$ cat src/rtl/aggr_par_deagg_pkg.sv
// aggr_par_deagg_pkg: descriptor layout, widths, FSM states and command record for the aggregate de-aggregator.
package aggr_par_deagg_pkg;
    localparam int PTR_NBITS  = 16;
    localparam int LEN_NBITS  = 14;
    localparam int NSUB_NBITS = 4;
    localparam int PROD_NBITS = LEN_NBITS + NSUB_NBITS;

    typedef struct packed {
        logic [PTR_NBITS-1:0]  buf_ptr;
        logic [LEN_NBITS-1:0]  len;
        logic [LEN_NBITS-1:0]  sub_len;
        logic [NSUB_NBITS-1:0] nsub;
    } aggr_par_meta_type;

    typedef enum logic [1:0] {IDLE, CHECK, ISSUE} aggr_deagg_state_type;

    typedef struct packed {
        logic [PTR_NBITS-1:0]  ptr;
        logic [LEN_NBITS-1:0]  len;
        logic [NSUB_NBITS-1:0] idx;
        logic                  last;
    } aggr_deagg_cmd_type;
endpackage

$ cat src/rtl/aggr_par_deagg_chk.sv
// aggr_par_deagg_chk: combinational descriptor validator; yields the last sub-packet length and an error flag.
module aggr_par_deagg_chk
    import aggr_par_deagg_pkg::*;
#(
    parameter int MAX_NSUB = 8
) (
    input  aggr_par_meta_type     meta,
    output logic [LEN_NBITS-1:0]  rem,
    output logic                  err
);
    logic [NSUB_NBITS-1:0] nsub_m1;
    logic [PROD_NBITS-1:0] prod;

    always_comb begin
        nsub_m1 = meta.nsub - NSUB_NBITS'(1);
        // Full-width product so an oversized sub_len cannot alias below len.
        prod    = PROD_NBITS'(nsub_m1) * PROD_NBITS'(meta.sub_len);
        rem     = meta.len - prod[LEN_NBITS-1:0];
        err     = meta.nsub == '0 || int'(meta.nsub) > MAX_NSUB || meta.len == '0 ||
                  (meta.sub_len == '0 && meta.nsub > NSUB_NBITS'(1)) ||
                  prod >= PROD_NBITS'(meta.len);
    end
endmodule

$ cat src/rtl/aggr_par_deagg.sv
// aggr_par_deagg: pops aggregate descriptors from a show-ahead FIFO and issues one command per sub-packet.
// Defining AGGR_PAR_DEAGG_STATS_EN adds aggr_cnt/cmd_cnt statistics outputs.
module aggr_par_deagg
    import aggr_par_deagg_pkg::*;
#(
    parameter int MAX_NSUB      = 8,
    parameter int ERR_CNT_NBITS = 16
) (
    input  logic                     clk,
    input  logic                     rst_n,
    input  logic                     meta_empty,
    input  aggr_par_meta_type        meta_dout,
    output logic                     meta_rd,
    output logic                     cmd_valid,
    input  logic                     cmd_ready,
    output logic [PTR_NBITS-1:0]     cmd_ptr,
    output logic [LEN_NBITS-1:0]     cmd_len,
    output logic [NSUB_NBITS-1:0]    cmd_idx,
    output logic                     cmd_last,
    output logic                     busy,
    output logic [ERR_CNT_NBITS-1:0] err_cnt
`ifdef AGGR_PAR_DEAGG_STATS_EN
    ,
    output logic [31:0]              aggr_cnt,
    output logic [31:0]              cmd_cnt
`endif
);
    aggr_deagg_state_type     state_q, state_d;
    aggr_par_meta_type        meta_q, meta_d;
    aggr_deagg_cmd_type       cmd_q, cmd_d;
    logic [LEN_NBITS-1:0]     rem_q, rem_d, chk_rem;
    logic                     valid_q, valid_d, busy_q, busy_d, chk_err, fire, single, last_nx;
    logic [ERR_CNT_NBITS-1:0] err_q, err_d;
    logic [NSUB_NBITS-1:0]    idx_nx;

    aggr_par_deagg_chk #(.MAX_NSUB(MAX_NSUB)) u_chk (
        .meta (meta_q),
        .rem  (chk_rem),
        .err  (chk_err)
    );

    assign meta_rd = state_q == IDLE && !meta_empty;
    assign fire    = valid_q && cmd_ready;
    assign single  = meta_q.nsub == NSUB_NBITS'(1);
    assign idx_nx  = cmd_q.idx + NSUB_NBITS'(1);
    assign last_nx = idx_nx == meta_q.nsub - NSUB_NBITS'(1);

    always_comb begin
        state_d = state_q;
        meta_d  = meta_q;
        cmd_d   = cmd_q;
        rem_d   = rem_q;
        valid_d = valid_q;
        err_d   = err_q;
        case (state_q)
            IDLE: if (!meta_empty) begin
                meta_d  = meta_dout;
                state_d = CHECK;
            end
            CHECK: if (chk_err) begin
                err_d   = &err_q ? err_q : err_q + ERR_CNT_NBITS'(1);
                state_d = IDLE;
            end else begin
                rem_d      = chk_rem;
                cmd_d.ptr  = meta_q.buf_ptr;
                cmd_d.len  = single ? meta_q.len : meta_q.sub_len;
                cmd_d.idx  = '0;
                cmd_d.last = single;
                valid_d    = 1'b1;
                state_d    = ISSUE;
            end
            ISSUE: if (fire && cmd_q.last) begin
                valid_d = 1'b0;
                state_d = IDLE;
            end else if (fire) begin
                cmd_d.ptr  = cmd_q.ptr + PTR_NBITS'(meta_q.sub_len);
                cmd_d.idx  = idx_nx;
                cmd_d.len  = last_nx ? rem_q : meta_q.sub_len;
                cmd_d.last = last_nx;
            end
            default: state_d = IDLE;
        endcase
        busy_d = state_d != IDLE;
    end

    always_ff @(posedge clk or negedge rst_n) begin
        if (!rst_n) begin
            state_q <= IDLE;
            meta_q  <= '0;
            cmd_q   <= '0;
            rem_q   <= '0;
            valid_q <= 1'b0;
            busy_q  <= 1'b0;
            err_q   <= '0;
        end else begin
            state_q <= state_d;
            meta_q  <= meta_d;
            cmd_q   <= cmd_d;
            rem_q   <= rem_d;
            valid_q <= valid_d;
            busy_q  <= busy_d;
            err_q   <= err_d;
        end
    end

    assign cmd_valid = valid_q;
    assign cmd_ptr   = cmd_q.ptr;
    assign cmd_len   = cmd_q.len;
    assign cmd_idx   = cmd_q.idx;
    assign cmd_last  = cmd_q.last;
    assign busy      = busy_q;
    assign err_cnt   = err_q;

`ifdef AGGR_PAR_DEAGG_STATS_EN
    logic [31:0] aggr_cnt_q, aggr_cnt_d, cmd_cnt_q, cmd_cnt_d;

    always_comb begin
        cmd_cnt_d  = cmd_cnt_q + 32'(fire);
        aggr_cnt_d = aggr_cnt_q + 32'(fire && cmd_q.last);
    end

    always_ff @(posedge clk or negedge rst_n) begin
        if (!rst_n) begin
            aggr_cnt_q <= '0;
            cmd_cnt_q  <= '0;
        end else begin
            aggr_cnt_q <= aggr_cnt_d;
            cmd_cnt_q  <= cmd_cnt_d;
        end
    end

    assign aggr_cnt = aggr_cnt_q;
    assign cmd_cnt  = cmd_cnt_q;
`endif
endmodule

$ cat config.mk
export PLATFORM = sky130hd
export DESIGN_NAME = aggr_par_deagg
export DESIGN_NICKNAME = d
export VERILOG_FILES = /design/src/rtl/aggr_par_deagg_pkg.sv /design/src/rtl/aggr_par_deagg_chk.sv /design/src/rtl/aggr_par_deagg.sv
export SDC_FILE = /design/constraint.sdc
export NUM_CORES = 1
export LEC_CHECK = 0
export BUFFER_PORTS_ARGS = -buffer_cell sky130_fd_sc_hd__buf_2
export CAP_MARGIN = 10
export CORE_ASPECT_RATIO = 1.25
export CORE_MARGIN = 3
export CORE_UTILIZATION = 54
export DETAILED_ROUTE_END_ITERATION = 7
export GPL_ROUTABILITY_DRIVEN = 0
export PLACE_DENSITY_LB_ADDON = 0.2
export SETUP_SLACK_MARGIN = 0.15
export SLEW_MARGIN = 25
export SYNTH_ARGS = -nofsm -noshare
export SYNTH_HDL_FRONTEND = slang
export SYNTH_SLANG_ARGS = --single-unit
$ cat constraint.sdc
create_clock -name clk -period 7.89 [get_ports clk]
set_clock_uncertainty 0.2 [all_clocks]
set_input_delay 0.3945 -clock clk [delete_from_list [all_inputs] [get_ports clk]]
set_output_delay 0.3945 -clock clk [all_outputs]
set_load 0.05 [all_outputs]
==> results of run 1 <==
-- state kept, by name, indices dropped and copies added (netlist names) --
name / flops
cmd_last: 1
rem_q: 14
state_q: 2
cmd_valid: 1
cmd_ptr: 16
cmd_idx: 4
busy: 1
meta_q: 48
cmd_len: 14
err_cnt: 16
-- cells by family after synthesis --
| group | synth area share [%] |
|---|---|
| muxes | 10.7 |
| and+or+nand+nor | 16.3 |
| adders and majority gates | 15.7 |
| AOI/OAI and AO/OA | 12.4 |
| buffers and inverters | 5.70 |
| DFF | 33.7 |
| xor gates and xnor gates | 5.55 |
-- cell usage in the layout (no fill, tap or decap), types with 4 or more instances in the layout --
cell / instances
xor2_1: 19
a211o_1: 4
mux2_2: 44
nor2b_1: 35
ha_1: 67
a22oi_1: 15
mux2i_1: 5
and2_1: 14
bufinv_16: 4
buf_4: 9
mux2_4: 23
inv_1: 82
or2_2: 5
clkbuf_16: 17
buf_2: 104
nand4_1: 9
a21o_1: 11
o21a_1: 6
and3_1: 10
xnor2_1: 36
o211ai_1: 5
a21oi_1: 34
dlygate4sd3_1: 41
nand2b_1: 11
fa_1: 26
dfrtp_1: 117
nor4_1: 7
or3_1: 4
nor2_1: 34
nand2_1: 93
a31oi_1: 7
nand3_1: 21
nor3_1: 17
o21bai_1: 4
o21ai_0: 41
-- what timing repair did --
action / 4_1_cts / 5_1_grt
endpoints found under the setup margin: 0 / 0
hold buffers: 41 / 0
setup buffers: 0 / 0
hold endpoints to repair: 86 / 0
-- final timing paths --
kind | from | endpoint | slack [ns] | cells past startpoint
worst min register to register | err_cnt[11] | err_cnt[11] | 0.29 | 1
worst min-delay path | meta_dout[0] | meta_q[0] | 0.01 | 3
min in group asynchronous | rst_n | rem_q[1] | 0.32 | 2
max in group asynchronous | rst_n | meta_q[13] | 5.85 | 3
worst max-delay path | meta_q[0] | cmd_len[0] | 0.80 | 24
worst max register to register | meta_q[0] | cmd_len[0] | 0.80 | 24
-- critical path, delay by kind of cell, from the launching register on --
kind | cells | cell delay [ns]
XOR/XNOR | 2 | 0.32
flip-flops | 1 | 0.52
multiplexers | 1 | 0.35
buffers and inverters | 5 | 0.81
adder cells (fa/ha/maj) | 5 | 2.01
AO/OA/AOI/OAI | 7 | 1.61
AND/OR/NAND/NOR | 4 | 1.13
-- metal layers --
layer	GRT usage (%)	up-vias
li1	-	3382
met1	30.5	3388
met2	46.6	158
met3	3.41	36
met4	10.3	0
met5	0	-
-- per-stage QoR --
stage / util, % / std cells / area (um^2) / hold WS [ns] / worst slack [ns]
2_1_floorplan: - / 895 / 8680 / -0.101 / 1.14
6_report: 66.3 / 1260 / 10400 / 0.00999 / 0.800
5_1_grt: 66.3 / 1260 / 10400 / 0.0151 / 0.325
4_1_cts: 66.3 / 1260 / 10400 / 0.000327 / 0.822
3_3_place_gp: 59.7 / 1187 / 9370 / 0.254 / 1.08
3_5_place_dp: 59.7 / 1187 / 9370 / 0.242 / 0.861
-- layout make-up --
type | instances | area share, %
sequential | 117 | 28.1
multi-input combinational | 662 | 50.6
inverter | 82 | 2.96
tap | 212 | 2.55
clock inverter | 11 | 1.68
clock buffer | 21 | 4.33
timing repair buffer | 155 | 9.78
-- cell usage after synthesis, types with 9 or more instances --
| library cell | n |
|---|---|
| nand2b_1 | 11 |
| and3_1 | 10 |
| a22oi_1 | 15 |
| and2_1 | 14 |
| a21oi_1 | 34 |
| nor2_1 | 35 |
| a21o_1 | 11 |
| nor2b_1 | 35 |
| ha_1 | 67 |
| dfrtp_1 | 117 |
| clkbuf_1 | 25 |
| o21ai_0 | 41 |
| fa_1 | 26 |
| inv_1 | 82 |
| nand2_1 | 93 |
| nand4_1 | 9 |
| nor3_1 | 19 |
| mux2_4 | 23 |
| xor2_1 | 19 |
| nand3_1 | 21 |
| xnor2_1 | 36 |
| mux2_2 | 44 |
==> impl_metrics.toml, run 1 <==
[detailed_routing]
drc_violations_left = 0
avgViaCountPerCell = 5.53
drt_first_iter_violations = 391
first_pass_iters = 5
finalWirelength_um = 21800
maxUsedRoutingLayer = "met4"
wl_met2_um = 11500
route.layer.met1.wl_um = 8990
num_vias = 6964
routed_wire_length_per_instance_um = 17.3
ant_nets = 0
dr_wl_met3_um = 736

[worst_hold_path]
min_path_type = "input pin to flip-flop"

[finish]
final-seq-area_um2 = 2930
drive_gt1_share_pct = 21.7
diodes = 0
layout.nets = 1180
total_area_of_multi_input_combinational_cells_um2 = 5270
n_fill_cell = 1290
area_growth_pct = 20.0

[critical_path]
worstPathCellList = "inv_1 -> ha_1 -> xor2_1 -> buf_4 -> and2_1 -> fa_1 -> inv_1 -> fa_1 -> inv_1 -> ha_1 -> o21a_1 -> or2_1 -> o21ai_1 -> o21ai_0 -> xor2_1 -> ha_1 -> a221oi_1 -> o2111ai_1 -> a311oi_1 -> o221ai_2 -> nor4bb_4 -> or2_2 -> buf_12 -> mux2_1"
critPathArrivalTime_ns = 7.19
timing.critical_path.slowest_stage_cell = "dfrtp_1"
worst_setup_path_end_kind = "flip-flop"
kind_of_start_point_of_the_critical_path = "flip-flop"
path_class = "flip-flop to flip-flop"
crit_path_max_incr_delay_ns = 0.52
required_ns = 7.99
worst-path-max-fanout = 24

[floorplan]
fp.coreArea_um2 = 15700
start_util_pct = 55.3
die-area_um2 = 17600
die_height_um = 148
die_width_um = 119
rows = 51
io_pins = 106

[timing]
tightestPinTransition_ns = 0.898
finalSetupViolations = 0
fmaxAchievable_mhz = 141
drv_slew = 0
min_period_over_period_pct = 89.9
setup_repair_after_global_routing_missed_its_margin = "false"
timing.slew.headroom_pct = 40.1
timing.setup.tns_ns = 0
period_needed_ns = 7.09
finalHoldViolations = 0

[place]
number_of_input_and_output_port_buffers_inserted = 105
placed_wire_length_estimate_after_detailed_placement_um = 15900

[clocking]
cts.path.max_buffers = 2
cts.sink_count = 117
clk_transition_reported_paths_ns = 0.06
count_of_h_tree_levels_built_during_cts = 4
worst_skew_pair.late_latency_ns = 0.42
post_cts_resized = 0
cts-buffers-inserted = 17
cts_tree = "yes"
cts.root.buffer_cell = "clkbuf_16"

[synth]
synthTopCellsByArea = "dfrtp_1 (34%), ha_1 (9.7%), fa_1 (6.0%), mux2_2 (5.7%), nand2_1 (4.0%)"
synth-seq-area-share_pct = 33.7
synth_cell_types = 67
ys_seq_elements = 117
mappedNetlistNets = 1040
synth_area_leader_cell = "dfrtp_1"
ys.warnings.count = 0
synth_top_area_share_pct = 33.7
synthCells = 895
count_of_flip_flops_with_a_built_in_enable_after_synthesis = 0
share_of_synthesized_flip_flops_with_an_asynchronous_set_or_reset_pct = 100
synth_flop_cell = "dfrtp_1"
post_syn_area_per_cell_um2 = 9.70
syn_area_um2 = 8680

[global_route]
grt_remaining_overflow = 0
grt_pass1_wl_um = 36000
global_route.usage.total_pct = 25.6
grt_max_degree = 72
number_of_antenna_violations_at_the_first_check_in_global_routing = 0
grt_pass1_vias = 7118

[run]
max_cap_viol_count = 0

[run_status]
status = "complete, no violations"
Power of run 1 is not shown: default switching activity piles up to over one toggle a cycle in this logic, so the estimate is an artifact.
==> run 2, diff against run 1 <==
CTS_BUF_LIST = sky130_fd_sc_hd__clkbuf_8   (was unset)
PLACE_DENSITY = 0.86   (was unset)
PLACE_DENSITY_LB_ADDON = unset   (was 0.2)
SLEW_MARGIN = 10   (was 25)
==> impl_metrics.toml, run 2 (synthesis results as in run 1) <==
[clocking]
post_cts_resized = 0
cts.sink_count = 117
cts.path.max_buffers = 2
clk_transition_reported_paths_ns = 0.08
cts-buffers-inserted = 17
count_of_h_tree_levels_built_during_cts = 4
cts_tree = "yes"
worst_skew_pair.late_latency_ns = 0.46
holdBufCountCts = 49
cts.root.buffer_cell = "clkbuf_8"
number_of_setup_buffers_added_after_cts = 0

[floorplan]
fp.coreArea_um2 = 15700
start_util_pct = 55.3
io_pins = 106
die_height_um = 148
die-area_um2 = 17600
rows = 51
die_width_um = 119

[critical_path]
crit_path_max_incr_delay_ns = 0.55
critPathArrivalTime_ns = 7.28
worst_setup_path_end_kind = "flip-flop"
required_ns = 8.02
kind_of_start_point_of_the_critical_path = "flip-flop"
worst_path_most_repeated_cell = "fa_1"
path_class = "flip-flop to flip-flop"
worst-path-max-fanout = 24
worstPathCellList = "inv_1 -> ha_1 -> nand2b_1 -> fa_1 -> inv_1 -> fa_1 -> fa_1 -> a211oi_2 -> o21bai_4 -> and2_1 -> nor2_1 -> o21bai_1 -> a21oi_1 -> xnor2_1 -> ha_1 -> a221oi_1 -> o2111ai_1 -> a311oi_1 -> o221ai_2 -> nor4bb_4 -> or2_2 -> buf_12 -> mux2_1"
timing.critical_path.slowest_stage_cell = "ha_1"

[place]
placed_wire_length_estimate_after_detailed_placement_um = 15800
preCtsSetupSlack_ns = 0.825
number_of_input_and_output_port_buffers_inserted = 105

[timing]
timing.setup.tns_ns = 0
min_period_over_period_pct = 90.5
setup_repair_after_global_routing_missed_its_margin = "false"
worst_slack_ns = 0.747
finalSetupViolations = 0
finalHoldViolations = 0
fmaxAchievable_mhz = 140
tightestPinTransition_ns = 1.13
timing.slew.headroom_pct = 24.5
period_needed_ns = 7.14
drv_slew = 0

[global_route]
grt_pass1_vias = 7563
grt_max_degree = 68
number_of_antenna_violations_at_the_first_check_in_global_routing = 0
grt_pass1_wl_um = 36600
global_route.usage.total_pct = 25.9
grt_remaining_overflow = 0

[finish]
final_common_cell = "dfrtp_1"
total_area_of_multi_input_combinational_cells_um2 = 5260
largest-register = "meta_q"
area_growth_pct = 18.2
n_fill_cell = 1240
diodes = 0
final-seq-area_um2 = 2930
largest_register_ff_count = 48
drive_gt1_share_pct = 21.5
layout.nets = 1187
most-common-layout-cells = "dfrtp_1 (117), buf_2 (104), nand2_1 (93), inv_1 (82), ha_1 (67)"

[run]
max_cap_viol_count = 0

[run_status]
status = "complete, no violations"

[detailed_routing]
finalWirelength_um = 22200
drc_violations_left = 0
avgViaCountPerCell = 5.68
ant_nets = 0
routed_wire_length_per_instance_um = 17.5
first_pass_iters = 5
drt_first_iter_violations = 484
num_vias = 7196

[worst_hold_path]
min_path_type = "input pin to flip-flop"
## run 2: final timing paths
kind                             start          end  slack, ns  depth (start not counted)
setup / recovery             meta_q[0]  cmd_len[13]       0.75                         23
hold / removal               cmd_ready    cmd_valid       0.04                          3
setup reg to reg             meta_q[0]  cmd_len[13]       0.75                         23
hold reg to reg            err_cnt[11]  err_cnt[11]       0.29                          1
max in group asynchronous        rst_n   meta_q[35]       5.89                          3
min in group asynchronous        rst_n  cmd_len[13]       0.33                          2
## run 2: area by class of cell
class,count,area share [%]
Clock inverter,15,1.64
Inverter,82,3.00
Tap cell,212,2.59
Clock buffer,17,2.28
Multi-Input combinational cell,662,51.3
Timing Repair Buffer,162,10.6
Sequential cell,117,28.6
## run 2: routing by layer
layer	wire length, um	global-route usage [%]	share of wire (%)
met1	8860	30.4	40
met2	11200	45.1	51
met3	1120	5.01	5.1
met4	984	13.5	4.4
met5	0	0	0
## run 2: critical path: cells and delay by family (launching register included)
kind	cells	cell delay, ns
buffers and inverters	3	0.57
adder cells (fa/ha/maj)	5	2.30
AO/OA/AOI/OAI	8	1.69
flip-flops	1	0.52
XOR/XNOR	1	0.10
multiplexers	1	0.36
AND/OR/NAND/NOR	5	1.26
## run 2: through the flow
stage,util [%],hold slack (ns),std cells,instance area [um^2]
CTS,65.3,0.0174,1267,10300
floorplan,-,-0.101,895,8680
finish,65.3,0.0370,1267,10300
global route,65.3,0.0443,1267,10300
detailed placement,59.6,0.274,1186,9360
global placement,59.6,0.271,1186,9360
Power of run 2 is left out for the same reason.
